`config.mk`:
```
export PLATFORM = sky130hd
export DESIGN_NAME = core_wb_buf_flat
export DESIGN_NICKNAME = d
export VERILOG_FILES = /design/src/rtl/core_wb_buf_if.sv /design/src/rtl/core_wb_buf.sv /design/src/flat_wrapper.sv
export SDC_FILE = /design/constraint.sdc
export NUM_CORES = 1
export LEC_CHECK = 0
export BUFFER_PORTS_ARGS = -buffer_cell sky130_fd_sc_hd__buf_4
export CAP_MARGIN = 5
export CORE_MARGIN = 3
export CORE_UTILIZATION = 45
export CTS_BUF_LIST = sky130_fd_sc_hd__clkbuf_16
export DETAILED_ROUTE_END_ITERATION = 12
export PLACE_DENSITY_LB_ADDON = 0.12
export SLEW_MARGIN = 20
export SYNTH_ARGS = -nofsm -noshare
export SYNTH_HDL_FRONTEND = slang
export SYNTH_SLANG_ARGS = --single-unit
```
`constraint.sdc`:
```
create_clock -name clk_i -period 2.65 [get_ports clk_i]
set_input_delay 0.265 -clock clk_i [delete_from_list [all_inputs] [get_ports clk_i]]
set_output_delay 0.265 -clock clk_i [all_outputs]
set_load 0.01 [all_outputs]
```
`src/rtl/core_wb_buf_if.sv`:
```
// Writeback-buffer bus bundle: the result lanes coming in from EX/MEM and the
// register-file write ports going out.
//   master : result producer + register-file side (drives lanes, observes writes)
//   slave  : the writeback buffer itself
// Signals:
//   in_valid_i  [N_IN]      per-lane result valid (lane 0 oldest)
//   in_addr_i   [N_IN*4]    per-lane destination register
//   in_data_i   [N_IN*16]   per-lane result data
//   in_ready_o              all lanes may be accepted this cycle
//   wr_en_o     [N_OUT]     register-file write enables (registered)
//   wr_addr_o   [N_OUT*4]   write addresses (registered)
//   wr_data_o   [N_OUT*16]  write data (registered)
interface core_wb_buf_if #(
  parameter int unsigned N_IN  = 2,
  parameter int unsigned N_OUT = 2
);
  logic [N_IN-1:0]     in_valid_i;
  logic [N_IN*4-1:0]   in_addr_i;
  logic [N_IN*16-1:0]  in_data_i;
  logic                in_ready_o;
  logic [N_OUT-1:0]    wr_en_o;
  logic [N_OUT*4-1:0]  wr_addr_o;
  logic [N_OUT*16-1:0] wr_data_o;

  modport master (
    output in_valid_i, in_addr_i, in_data_i,
    input  in_ready_o, wr_en_o, wr_addr_o, wr_data_o
  );

  modport slave (
    input  in_valid_i, in_addr_i, in_data_i,
    output in_ready_o, wr_en_o, wr_addr_o, wr_data_o
  );
endinterface

```
`src/rtl/core_wb_buf.sv`:
```
// Writeback buffer in front of the 16 x 16-bit register file. Accepts up to
// N_IN in-order results per cycle, drops writes to R0, queues the rest in an
// in-order FIFO and drains up to N_OUT per cycle onto registered write ports
// (oldest on port 0).
// Optional feature macro: CORE_WB_BYPASS_EN enables the combinational bypass
// lookup returning the newest pending value per query; otherwise the bypass
// outputs are tied to zero.
// Ports:
//   clk_i, arst_ni   clock, asynchronous active-low reset
//   bus (slave)      result lanes in, register-file write ports out
//   stall_i          suppress draining this cycle
//   count_o          FIFO occupancy
//   empty_o          FIFO empty and no write port enabled
//   byp_addr_i       bypass query addresses (N_BYP x 4)
//   byp_hit_o        pending write found per query
//   byp_data_o       newest pending data per query (N_BYP x 16)
module core_wb_buf #(
  parameter int unsigned N_IN  = 2,
  parameter int unsigned N_OUT = 2,
  parameter int unsigned DEPTH = 8,
  parameter int unsigned N_BYP = 4
) (
  input  logic                      clk_i,
  input  logic                      arst_ni,
  core_wb_buf_if.slave              bus,
  input  logic                      stall_i,
  output logic [$clog2(DEPTH):0]    count_o,
  output logic                      empty_o,
  input  logic [N_BYP*4-1:0]        byp_addr_i,
  output logic [N_BYP-1:0]          byp_hit_o,
  output logic [N_BYP*16-1:0]       byp_data_o
);
  localparam int unsigned AW = $clog2(DEPTH);
  localparam int unsigned CW = AW + 1;

  logic [3:0]    mem_addr_q [DEPTH];
  logic [15:0]   mem_data_q [DEPTH];
  logic [AW-1:0] head_q, tail_q;
  logic [CW-1:0] count_q;

  logic [3:0]    push_addr [N_IN];
  logic [15:0]   push_data [N_IN];
  logic [CW-1:0] push_n, pop_n;
  logic          ready;

  // Ready depends only on registered occupancy.
  assign ready          = (CW'(DEPTH) - count_q) >= CW'(N_IN);
  assign bus.in_ready_o = ready;
  assign count_o        = count_q;
  assign empty_o        = (count_q == '0) && (bus.wr_en_o == '0);

  // Compact valid non-R0 lanes into consecutive push slots, lane order kept.
  always_comb begin
    int unsigned n;
    n = 0;
    for (int unsigned k = 0; k < N_IN; k++) begin
      push_addr[k] = '0;
      push_data[k] = '0;
    end
    if (ready) begin
      for (int unsigned i = 0; i < N_IN; i++) begin
        if (bus.in_valid_i[i] && (bus.in_addr_i[i*4 +: 4] != 4'd0)) begin
          for (int unsigned k = 0; k < N_IN; k++) begin
            if (k == n) begin
              push_addr[k] = bus.in_addr_i[i*4 +: 4];
              push_data[k] = bus.in_data_i[i*16 +: 16];
            end
          end
          n = n + 1;
        end
      end
    end
    push_n = CW'(n);
  end

  // Drain count uses pre-push occupancy, so fresh entries never pass through.
  assign pop_n = stall_i ? '0 : ((count_q < CW'(N_OUT)) ? count_q : CW'(N_OUT));

  // FIFO storage; slots written here are never the ones popped this cycle.
  always_ff @(posedge clk_i) begin
    for (int unsigned k = 0; k < N_IN; k++) begin
      if (CW'(k) < push_n) begin
        mem_addr_q[tail_q + AW'(k)] <= push_addr[k];
        mem_data_q[tail_q + AW'(k)] <= push_data[k];
      end
    end
  end

  // Pointers, occupancy and registered write ports.
  always_ff @(posedge clk_i or negedge arst_ni) begin
    if (!arst_ni) begin
      head_q        <= '0;
      tail_q        <= '0;
      count_q       <= '0;
      bus.wr_en_o   <= '0;
      bus.wr_addr_o <= '0;
      bus.wr_data_o <= '0;
    end else begin
      tail_q  <= tail_q + AW'(push_n);
      head_q  <= head_q + AW'(pop_n);
      count_q <= count_q + push_n - pop_n;
      for (int unsigned o = 0; o < N_OUT; o++) begin
        if (CW'(o) < pop_n) begin
          bus.wr_en_o[o]            <= 1'b1;
          bus.wr_addr_o[o*4 +: 4]   <= mem_addr_q[head_q + AW'(o)];
          bus.wr_data_o[o*16 +: 16] <= mem_data_q[head_q + AW'(o)];
        end else begin
          bus.wr_en_o[o] <= 1'b0;
        end
      end
    end
  end

`ifdef CORE_WB_BYPASS_EN
  // Later matches overwrite earlier ones: write ports low->high, then FIFO
  // oldest->youngest, so the youngest pending value wins.
  always_comb begin
    logic [3:0] q;
    byp_hit_o  = '0;
    byp_data_o = '0;
    q          = '0;
    for (int unsigned j = 0; j < N_BYP; j++) begin
      q = byp_addr_i[j*4 +: 4];
      if (q != 4'd0) begin
        for (int unsigned o = 0; o < N_OUT; o++) begin
          if (bus.wr_en_o[o] && (bus.wr_addr_o[o*4 +: 4] == q)) begin
            byp_hit_o[j]            = 1'b1;
            byp_data_o[j*16 +: 16]  = bus.wr_data_o[o*16 +: 16];
          end
        end
        for (int unsigned k = 0; k < DEPTH; k++) begin
          if ((CW'(k) < count_q) && (mem_addr_q[head_q + AW'(k)] == q)) begin
            byp_hit_o[j]            = 1'b1;
            byp_data_o[j*16 +: 16]  = mem_data_q[head_q + AW'(k)];
          end
        end
      end
    end
  end
`else
  logic unused_byp;
  assign unused_byp = ^byp_addr_i;
  assign byp_hit_o  = '0;
  assign byp_data_o = '0;
`endif
endmodule

```
`src/flat_wrapper.sv`:
```
// flat-port wrapper written by rule: the top's interface ports become plain ports
module core_wb_buf_flat 
#(
  parameter int unsigned N_IN  = 2,
  parameter int unsigned N_OUT = 2,
  parameter int unsigned DEPTH = 8,
  parameter int unsigned N_BYP = 4
)
  (clk_i, arst_ni, stall_i, count_o, empty_o, byp_addr_i, byp_hit_o, byp_data_o, bus_in_valid_i, bus_in_addr_i, bus_in_data_i, bus_in_ready_o, bus_wr_en_o, bus_wr_addr_o, bus_wr_data_o);
  core_wb_buf_if #(.N_IN(N_IN), .N_OUT(N_OUT)) bus_i ();
  input  logic clk_i;
  input  logic arst_ni;
  input  logic stall_i;
  output logic [$clog2(DEPTH):0] count_o;
  output logic empty_o;
  input  logic [N_BYP*4-1:0] byp_addr_i;
  output logic [N_BYP-1:0] byp_hit_o;
  output logic [N_BYP*16-1:0] byp_data_o;
  input wire logic [$bits(bus_i.in_valid_i)-1:0] bus_in_valid_i;
  input wire logic [$bits(bus_i.in_addr_i)-1:0] bus_in_addr_i;
  input wire logic [$bits(bus_i.in_data_i)-1:0] bus_in_data_i;
  output wire logic [$bits(bus_i.in_ready_o)-1:0] bus_in_ready_o;
  output wire logic [$bits(bus_i.wr_en_o)-1:0] bus_wr_en_o;
  output wire logic [$bits(bus_i.wr_addr_o)-1:0] bus_wr_addr_o;
  output wire logic [$bits(bus_i.wr_data_o)-1:0] bus_wr_data_o;
  assign bus_i.in_valid_i = bus_in_valid_i;
  assign bus_i.in_addr_i = bus_in_addr_i;
  assign bus_i.in_data_i = bus_in_data_i;
  assign bus_in_ready_o = bus_i.in_ready_o;
  assign bus_wr_en_o = bus_i.wr_en_o;
  assign bus_wr_addr_o = bus_i.wr_addr_o;
  assign bus_wr_data_o = bus_i.wr_data_o;
  core_wb_buf #(.N_IN(N_IN), .N_OUT(N_OUT), .DEPTH(DEPTH), .N_BYP(N_BYP)) u_core (.clk_i(clk_i), .arst_ni(arst_ni), .bus(bus_i), .stall_i(stall_i), .count_o(count_o), .empty_o(empty_o), .byp_addr_i(byp_addr_i), .byp_hit_o(byp_hit_o), .byp_data_o(byp_data_o));
endmodule
```
# Word-level counts from Yosys, hierarchy flattened
# Memory sizes are Yosys's and may differ from the RTL's. A register that Yosys moved wholly into a read port is not among the register bits.
# Cells that the tools add are included.
# totals
output_inout_bits,116
wordCells,55
n_memories,2
ramBits,160
reg_bits,12
# mem_list
memory,depth,width,read_ports,rd_clocked_by_memory_dff,write_ports,line_no,source
u_core.mem_data_q,8,16,2,2,2,core_wb_buf.sv:37,logic [15:0] mem_data_q [DEPTH];
u_core.mem_addr_q,8,4,2,2,2,core_wb_buf.sv:36,logic [3:0] mem_addr_q [DEPTH];
# classes
magnitude_cmp,6
muxes,22
n_eq_ne,1
add_sub_neg,8
n_reduce_logical,12
# op_table
op,n
32-bit 2-to-1 mux,3
16-bit 2-to-1 mux,3
"1-bit by 32-bit == test with 1-bit output, first input constant",1
32-bit zero test,1
4-bit 2-to-1 mux,7
"1-bit by 4-bit less-than comparator with 1-bit output, first input constant",4
8-bit 2-to-1 mux,2
4-bit nonzero test,2
1-bit 2-to-1 mux,7
"3-bit by 1-bit adder with 3-bit output, second input constant",2
3-bit adder,2
"4-bit by 1-bit adder with 4-bit output, second input constant",1
4-bit adder,1
"4-bit by 2-bit >= comparator with 1-bit output, second input constant",1
1-bit zero test,4
4-bit zero test,1
"4-bit by 2-bit less-than comparator with 1-bit output, second input constant",1
4-bit subtractor,1
"4-bit subtractor, first input constant",1
1-bit logical AND,3
2-bit zero test,1

# Depth between registers and ports, before layout
# Gate-level depths: netlist of run 1.
# logic_depth
ltp_word,10
ltp_mapped,12

# Least setup slack after synthesis of run 1
# No wires, ideal clock.
# synth_timing
path_type,input port to flip-flop
start,input port bus_in_valid_i[0]
end,"memory u_core.mem_addr_q[5][0], enable pin"
arrival_ns,2.689
n_path_buf,3
setup_ns,0.397
path_stages,10
path_slack_ns,-0.435
path_cell_list,buf_2 o41ai_4 inv_2 buf_6 ha_1 or3b_1 clkbuf_1 nor2_2 a31oi_1 nor2_1
# synth_lines
item,line_no,source
start: declaration,flat_wrapper.sv:19,input wire logic [$bits(bus_i.in_valid_i)-1:0] bus_in_valid_i;
end: declaration,core_wb_buf.sv:36,

# Worst setup path after layout of run 1
# layout_timing
start,"register u_core.count_q[1], in the netlist u_core.count_o[1]"
end,"register u_core.count_q[2], in the netlist u_core.count_o[2]"
# layout_via
elab_chain_len,5
elab_cells_between_ends,8
classes_between,3 x add/sub; 2 x order compare; 3 x mux
# layout_rtl
item,line_no,source
start: declaration,core_wb_buf.sv:39,logic [CW-1:0] count_q;
start signal: assignment,core_wb_buf.sv:101,count_q <= count_q + push_n - pop_n;
4-bit subtractor,core_wb_buf.sv:47,assign ready = (CW'(DEPTH) - count_q) >= CW'(N_IN);
4-bit by 2-bit >= comparator with 1-bit output,core_wb_buf.sv:47,
4-bit 2-to-1 mux,core_wb_buf.sv:60,if (ready) begin
4-bit adder,core_wb_buf.sv:101,
4-bit subtractor (*),core_wb_buf.sv:101,
# Mark *: on every way between the ends. The rest lies on a longest branch, timed or not.

==> results of run 1 <==
## state kept, by name (all words and copies together) (netlist names)
register	flops
u_core.mem_data_q	128
u_core.mem_addr_q	32
u_core.count_o	4
u_core.bus.wr_data_o	32
u_core.bus.wr_addr_o	8
u_core.tail_q	3
u_core.bus.wr_en_o	2
u_core.head_q	3
## power by group through the flow
stage | clock, W | sequential (W) | combinational (W)
global placement | 0 | 0.00567 | 0.0101
CTS | 0.00297 | 0.00565 | 0.0102
floorplan | 0 | 0.00567 | 0.00646
finish | 0.00293 | 0.00567 | 0.0104
detailed placement | 0 | 0.00571 | 0.0101
global route | 0.00312 | 0.00578 | 0.0111
## worst min path at each step
stage | to | cells past startpoint | slack, ns | startpoint
CTS | u_core.bus.wr_en_o[0] | 2 | 0.07 | stall_i
detailed placement | u_core.bus.wr_data_o[8] | 1 | 0.38 | arst_ni
floorplan | u_core.bus.wr_addr_o[0] | 0 | -0.03 | arst_ni
global placement | u_core.bus.wr_data_o[8] | 1 | 0.37 | arst_ni
finish | u_core.bus.wr_en_o[0] | 2 | 0.08 | stall_i
global route | u_core.bus.wr_en_o[0] | 2 | 0.09 | stall_i
## through the flow
stage	hold WS [ns]	setup TNS, ns	utilization	cell area, µm²
global placement	0.370	0	0.501	14500
detailed placement	0.375	-0.225	0.501	14500
global route	0.0924	-0.346	0.527	15200
finish	0.0761	-0.0130	0.527	15200
floorplan	-0.0306	-14.24	-	13500
CTS	0.0740	0	0.525	15100
## logic make-up (layout without fill, tap and decap cells)
kind of cell             Yosys count  count (layout)  synth area share
AND/OR/NAND/NOR                  405             405             0.146
AO/OA/AOI/OAI                    278             278             0.129
flip-flops                       212             212             0.461
buffers and inverters            209             222            0.0876
multiplexers                     140             140             0.151
adder cells (fa/ha/maj)           16              16            0.0174
XOR/XNOR                           9               9           0.00709
other                              2              69          0.000567
## final cells by class
cell class | instances | area, µm²
well taps | 384 | 480
multi-input cells | 917 | 6340
inverters | 16 | 60.1
repair buffers | 165 | 1550
clock inverters | 17 | 71.3
fillers | 2570 | 13600
clock buffers | 24 | 601
flip-flops and latches | 212 | 6110
## repair_timing
item,in CTS,in global routing
pin swaps,1,7
hold buffers,1,0
endpoints found under the hold margin,52,0
setup buffers,0,4
endpoints found under the setup margin,3,4
gates resized for setup,2,10
## critical path, delay by kind of cell, from the launching register on
family | cells | cell delay (ns)
fa+ha+maj | 3 | 1.08
simple gates | 3 | 0.57
flops | 1 | 0.43
buf+inv | 3 | 0.20
compound gates | 1 | 0.13
xor+xnor | 1 | 0.13
## cell usage in the layout (no fill, tap or decap), types with 21 or more instances in the layout
master and count:
mux2_2 80, conb_1 69, nand2_1 155, o22ai_1 40, nand3_1 135, nor2_1 55
edfxtp_1 160, a21oi_1 158, clkbuf_16 24, buf_12 25, dfrtp_1 49, a211oi_1 30
buf_4 139, o31ai_1 21, mux4_2 40
## Yosys cell counts, drive strengths merged (2+ instances only)
cell | count | area (µm²)
o22ai | 40 | 250
nor2 | 71 | 287
fa | 4 | 80.1
xor2 | 2 | 25.0
nand3 | 143 | 816
and3b | 2 | 17.5
o21ai | 11 | 115
nor3b | 2 | 20.0
nor2b | 3 | 18.8
a21oi | 166 | 853
inv | 16 | 60.1
conb | 2 | 7.51
nand2b | 2 | 12.5
nor3 | 2 | 15.0
ha | 12 | 150
a211oi | 30 | 225
a32o | 2 | 21.3
xnor2 | 7 | 68.8
mux4 | 40 | 901
dfrtp | 52 | 1300
edfxtp | 160 | 4800
o31ai | 21 | 158
mux2i | 20 | 200
mux2 | 80 | 901
nand3b | 2 | 15.0
a221oi | 2 | 17.5
buf | 133 | 875
a31oi | 2 | 12.5
nand2 | 155 | 582
and2 | 18 | 113
clkbuf | 60 | 225
## metal layers
layer	track usage	up-vias	routed length (µm)
met1	0.369	5011	17200
li1	-	4646	-
met4	0.0618	2	845
met5	0.0112	-	48
met2	0.393	668	17900
met3	0.0813	92	5350
==> impl_metrics.py, run 1 <==
metrics = {
    "timing": {
        "slew_violations": 0,
        "tightestPinTransition_ns": 0.933,
        "max_slew_margin": 0.377,
        "timing.final.ws_setup_ns": -0.00856,
        "setup_viol": 2,
        "timing.final.hold_violations": 0,
        "rsz0062_at_grt": "true",
        "finalCritPeriodShare": 1.00,
        "fin_crit_ns": 2.66,
        "fmax_mhz": 376,
        "skew_ns": 0.00866,
    },
    "global_route": {
        "antenna_found_initial": 0,
        "gr-usage-all-layers": 0.261,
        "grt_max_degree": 73,
        "grt_first_pass_wirelength_um": 62000,
        "grt_pass1_vias": 10000,
        "grt-ovfl-total": 0,
    },
    "worst_setup_path": {
        "crit_start": "u_core.count_o[1]",
        "max_stage_delay_ns": 0.52,
        "cp.arrival_ns": 3.06,
        "rr_endpoint": "u_core.count_o[2]",
        "crit_type": "reg -> reg",
        "cp_max_fo": 4,
        "slowest_stage": "fa_1",
        "rr_worst_depth": 11,
        "critPathCapture": "u_core.count_o[2]",
        "endpoint_kind": "flop",
        "regToRegStartpoint": "u_core.count_o[1]",
        "critPathLaunchType": "flop",
        "cp_cell_sequence": "inv_2, ha_4, nor2b_4, a32oi_4, nor3_4, inv_2, and2_4, fa_1, inv_1, fa_1, xnor2_1",
        "worst_ep_required_time_ns": 3.05,
        "r2r_setup_slack_ns": -0.009,
    },
    "synthesis": {
        "yosys_warnings": 0,
        "synth_ff_type": "edfxtp_1",
        "ys_seq_elements": 212,
        "syn_inst": 1271,
        "avgSynthCellArea_um2": 10.4,
        "syn_area_um2": 13200,
        "ys_async_sr_fraction": 0.245,
        "synth-edff-count": 160,
        "synth_cell_types": 56,
        "synth-seq-area-share": 0.461,
    },
    "clocking": {
        "clk_pin_slew_ns": 0.06,
        "cts_made_buffers": 23,
        "htreeDepth": 1,
        "cts_tree": "done",
        "worst_skew_pair.late_latency_ns": 0.52,
        "clock_path_buffers": 3,
        "clock-sinks": 212,
        "clock-root-buffer": "clkbuf_16",
    },
    "route": {
        "ant_nets": 0,
        "vias": 10400,
        "via_per_inst": 6.01,
        "wl_um": 41300,
        "dr.pass1.iters": 6,
        "drtIter0Drc": 1066,
        "wl_per_cell_um": 23.8,
        "drcViolationCount": 0,
    },
    "power_and_ir_drop": {
        "irDropWorstVdd_uv": 758,
        "p_leak_nw": 5.65,
        "switching_share": 0.410,
        "internal-power_w": 0.0112,
        "power_density_nw_per_um2": 1250,
        "pwr-share-comb": 0.546,
        "seq_power_share": 0.299,
        "power_w": 0.0190,
        "p_switching_w": 0.00778,
        "power_frac_clock": 0.155,
    },
    "floorplan": {
        "core_um2": 28900,
        "dieWidth_um": 178,
        "die_h_um": 178,
        "initial_utilization": 0.459,
        "rows": 62,
        "ios": 177,
        "die_area_um2": 31500,
    },
    "outcome": {
        "violations": "setup timing",
        "status": "finished, violations left",
    },
    "placed_design": {
        "dp_hpwl_um": 27000,
        "gp_congestion": 0.836,
        "preCtsSetupSlack_ns": -0.0826,
        "io_buffers": 92,
        "dp_cells": 1689,
    },
    "cells_and_area": {
        "instances_no_fill": 1735,
        "diodes": 0,
        "drive_gt1_frac": 0.275,
        "fin_nets": 1412,
        "area_growth_pct": 14.9,
    },
    "flow_run": {
        "drv_cap": 0,
    },
    "min_path": {
        "min_path_type": "in -> reg",
    },
}
Note: power is estimated with default switching activity, not from simulation.
==> inputs of run 2 (changes only) <==
SETUP_SLACK_MARGIN = 0.4   (was not set)
==> run 2 against run 1 <==
  * The run now ends clean
  * Die area stayed put
  * Critical path depth is 1 lower
  * Count of clock-buffer cells in the layout is 1 higher
  * Worst setup slack better by 0.088 ns
  * Sequential power is 0.7% higher
  * Clock power is 7.8% higher
  * Sequential share of layout area is 1.3 points lower
  * Fmax is 3.4% higher
  * First-iteration DRC count is 20% higher
  * Non-clock buffer count is 17 higher
  * Highest routed layer unchanged
==> impl_metrics.py, run 2 (same netlist as run 1, synthesis figures left out) <==
metrics = {
    "outcome": {
        "status": "completed",
    },
    "cells_and_area": {
        "utilization": 0.545,
        "largest_register_ffs": 128,
        "n_fill_cell": 2536,
        "area_growth_pct": 18.8,
        "top_register": "u_core.mem_data_q",
        "diodes": 0,
        "top_regs": "u_core.mem_data_q x128, u_core.bus.wr_data_o x32, u_core.mem_addr_q x32",
        "drive_gt1_frac": 0.301,
        "layout_common_cells": "edfxtp_1, nand2_1, a21oi_1",
        "fin_nets": 1430,
        "final_common_cell": "edfxtp_1",
        "instances_no_fill": 1755,
    },
    "timing": {
        "fmax_mhz": 389,
        "max_slew_margin": 0.351,
        "slew_violations": 0,
        "fin_crit_ns": 2.57,
        "setup_viol": 0,
        "rsz0062_at_grt": "true",
        "skew_ns": 0.0101,
        "tightestPinTransition_ns": 0.971,
        "finalCritPeriodShare": 0.970,
        "timing.final.hold_violations": 0,
    },
    "global_route": {
        "grt-ovfl-total": 0,
        "grt_pass1_vias": 9946,
        "antenna_found_initial": 1,
        "grt_first_pass_wirelength_um": 62300,
        "grt_max_degree": 71,
        "gr-usage-all-layers": 0.261,
    },
    "floorplan": {
        "ios": 177,
        "die_area_um2": 31500,
        "initial_utilization": 0.459,
        "dieWidth_um": 178,
        "die_h_um": 178,
        "rows": 62,
        "core_um2": 28900,
    },
    "worst_setup_path": {
        "cp.arrival_ns": 3.02,
        "crit_family": "adder cells",
        "worst_ep_required_time_ns": 3.10,
        "cp_cell_sequence": "or3_1, a32oi_2, nor3_4, inv_2, and2_4, fa_1, ha_1, a21o_1, a21oi_2, xnor2_1",
        "slowest_stage": "fa_1",
        "endpoint_kind": "flop",
        "cp_num_buf_inv": 1,
        "critPathLaunchType": "flop",
        "cp_max_fo": 4,
        "crit_type": "reg -> reg",
        "max_stage_delay_ns": 0.44,
    },
    "clocking": {
        "clock_path_buffers": 3,
        "cts_made_buffers": 24,
        "clock-root-buffer": "clkbuf_16",
        "worst_skew_pair.late_latency_ns": 0.53,
        "clock-sinks": 212,
        "clk_pin_slew_ns": 0.06,
        "htreeDepth": 1,
        "cts_tree": "done",
    },
    "route": {
        "via_per_inst": 6.01,
        "vias": 10500,
        "dr.pass1.iters": 6,
        "drcViolationCount": 0,
        "wl_per_cell_um": 24.1,
        "ant_nets": 0,
        "drtIter0Drc": 1278,
        "wl_um": 42400,
    },
    "placed_design": {
        "io_buffers": 92,
        "dp_cells": 1690,
        "dp_hpwl_um": 27300,
        "gp_congestion": 0.824,
    },
    "min_path": {
        "min_path_type": "in -> reg",
    },
    "power_and_ir_drop": {
        "power_frac_clock": 0.159,
        "seq_power_share": 0.288,
        "pwr-share-comb": 0.553,
        "switching_share": 0.408,
        "p_leak_nw": 5.82,
        "p_switching_w": 0.00809,
        "irDropWorstVdd_uv": 931,
        "internal-power_w": 0.0117,
        "power_density_nw_per_um2": 1260,
    },
    "flow_run": {
        "drv_cap": 0,
    },
}
## run 2: changes by cell type in the layout (fill, tap and decap cells not counted), moves of 6 or more
cell,previous run,this run
buf_4,139,145
nor2_2,14,1
buf_6,0,9
a21oi_4,1,7
nor2_4,2,17
## run 2: path summary, 6_finish.rpt
kind	from	to	slack, ns	depth (start not counted)
max in group asynchronous	arst_ni	u_core.head_q[1]	1.73	2
setup reg to reg	u_core.count_o[1]	u_core.count_o[3]	0.08	10
hold / removal	stall_i	u_core.bus.wr_en_o[0]	0.09	2
hold reg to reg	u_core.bus.wr_data_o[29]	u_core.bus.wr_data_o[29]	0.48	2
setup / recovery	u_core.count_o[1]	u_core.count_o[3]	0.08	10
min in group asynchronous	arst_ni	u_core.bus.wr_data_o[25]	0.34	2
## run 2: power groups by stage
| stage | Combinational [W] | Sequential, W | Clock [W] |
|---|---|---|---|
| floorplan | 0.00669 | 0.00567 | 0 |
| global placement | 0.0102 | 0.00570 | 0 |
| detailed placement | 0.0103 | 0.00575 | 0 |
| CTS | 0.0105 | 0.00569 | 0.00320 |
| global route | 0.0117 | 0.00582 | 0.00331 |
| finish | 0.0110 | 0.00571 | 0.00316 |
## run 2: repair_timing
| action | CTS | global route |
|---|---|---|
| setup buffers | 7 | 10 |
| hold buffers | 1 | 0 |
| gates cloned | 0 | 3 |
| endpoints found under the setup margin | 288 | 242 |
| gates resized for setup | 18 | 21 |
| endpoints found under the hold margin | 52 | 0 |
| pin swaps | 9 | 5 |
## run 2: final cells by class
| type | count | area (µm²) | share of cell area |
|---|---|---|---|
| tap | 384 | 480 | 0.0306 |
| clock inverter | 19 | 108 | 0.00684 |
| multi-input combinational | 917 | 6580 | 0.419 |
| clock buffer | 25 | 626 | 0.0398 |
| timing repair buffer | 182 | 1760 | 0.112 |
| sequential | 212 | 6110 | 0.389 |
| inverter | 16 | 60.1 | 0.00382 |
## run 2: worst register-to-register path, cell delays in order, from the launching register on
cell	delay, ns
dfrtp_2	0.42
or3_1	0.36
a32oi_2	0.26
nor3_4	0.06
inv_2	0.08
and2_4	0.14
fa_1	0.45
ha_1	0.29
a21o_1	0.16
a21oi_2	0.14
xnor2_1	0.12
## run 2: layer usage
metal,wire length (µm),GRT usage,vias up
met5,13,0,-
met4,1230,0.0769,2
met1,18300,0.392,5117
met3,4240,0.0387,104
met2,18500,0.390,630
li1,-,-,4691
## run 2: stage by stage
| step | instance area, µm² | hold WS, ns | setup slack, ns | TNS, ns | power, W |
|---|---|---|---|---|---|
| after CTS | 15500 | 0.0801 | 0.0512 | 0 | 0.0194 |
| after global routing | 15700 | 0.115 | -0.0411 | -0.0411 | 0.0209 |
| after detailed placement | 14600 | 0.395 | -0.00454 | -0.00454 | 0.0160 |
| after floorplan | 13800 | -0.0306 | -0.0738 | -0.141 | 0.0124 |
| final | 15700 | 0.0877 | 0.0791 | 0 | 0.0198 |
| after global placement | 14600 | 0.391 | 0.0217 | 0 | 0.0159 |
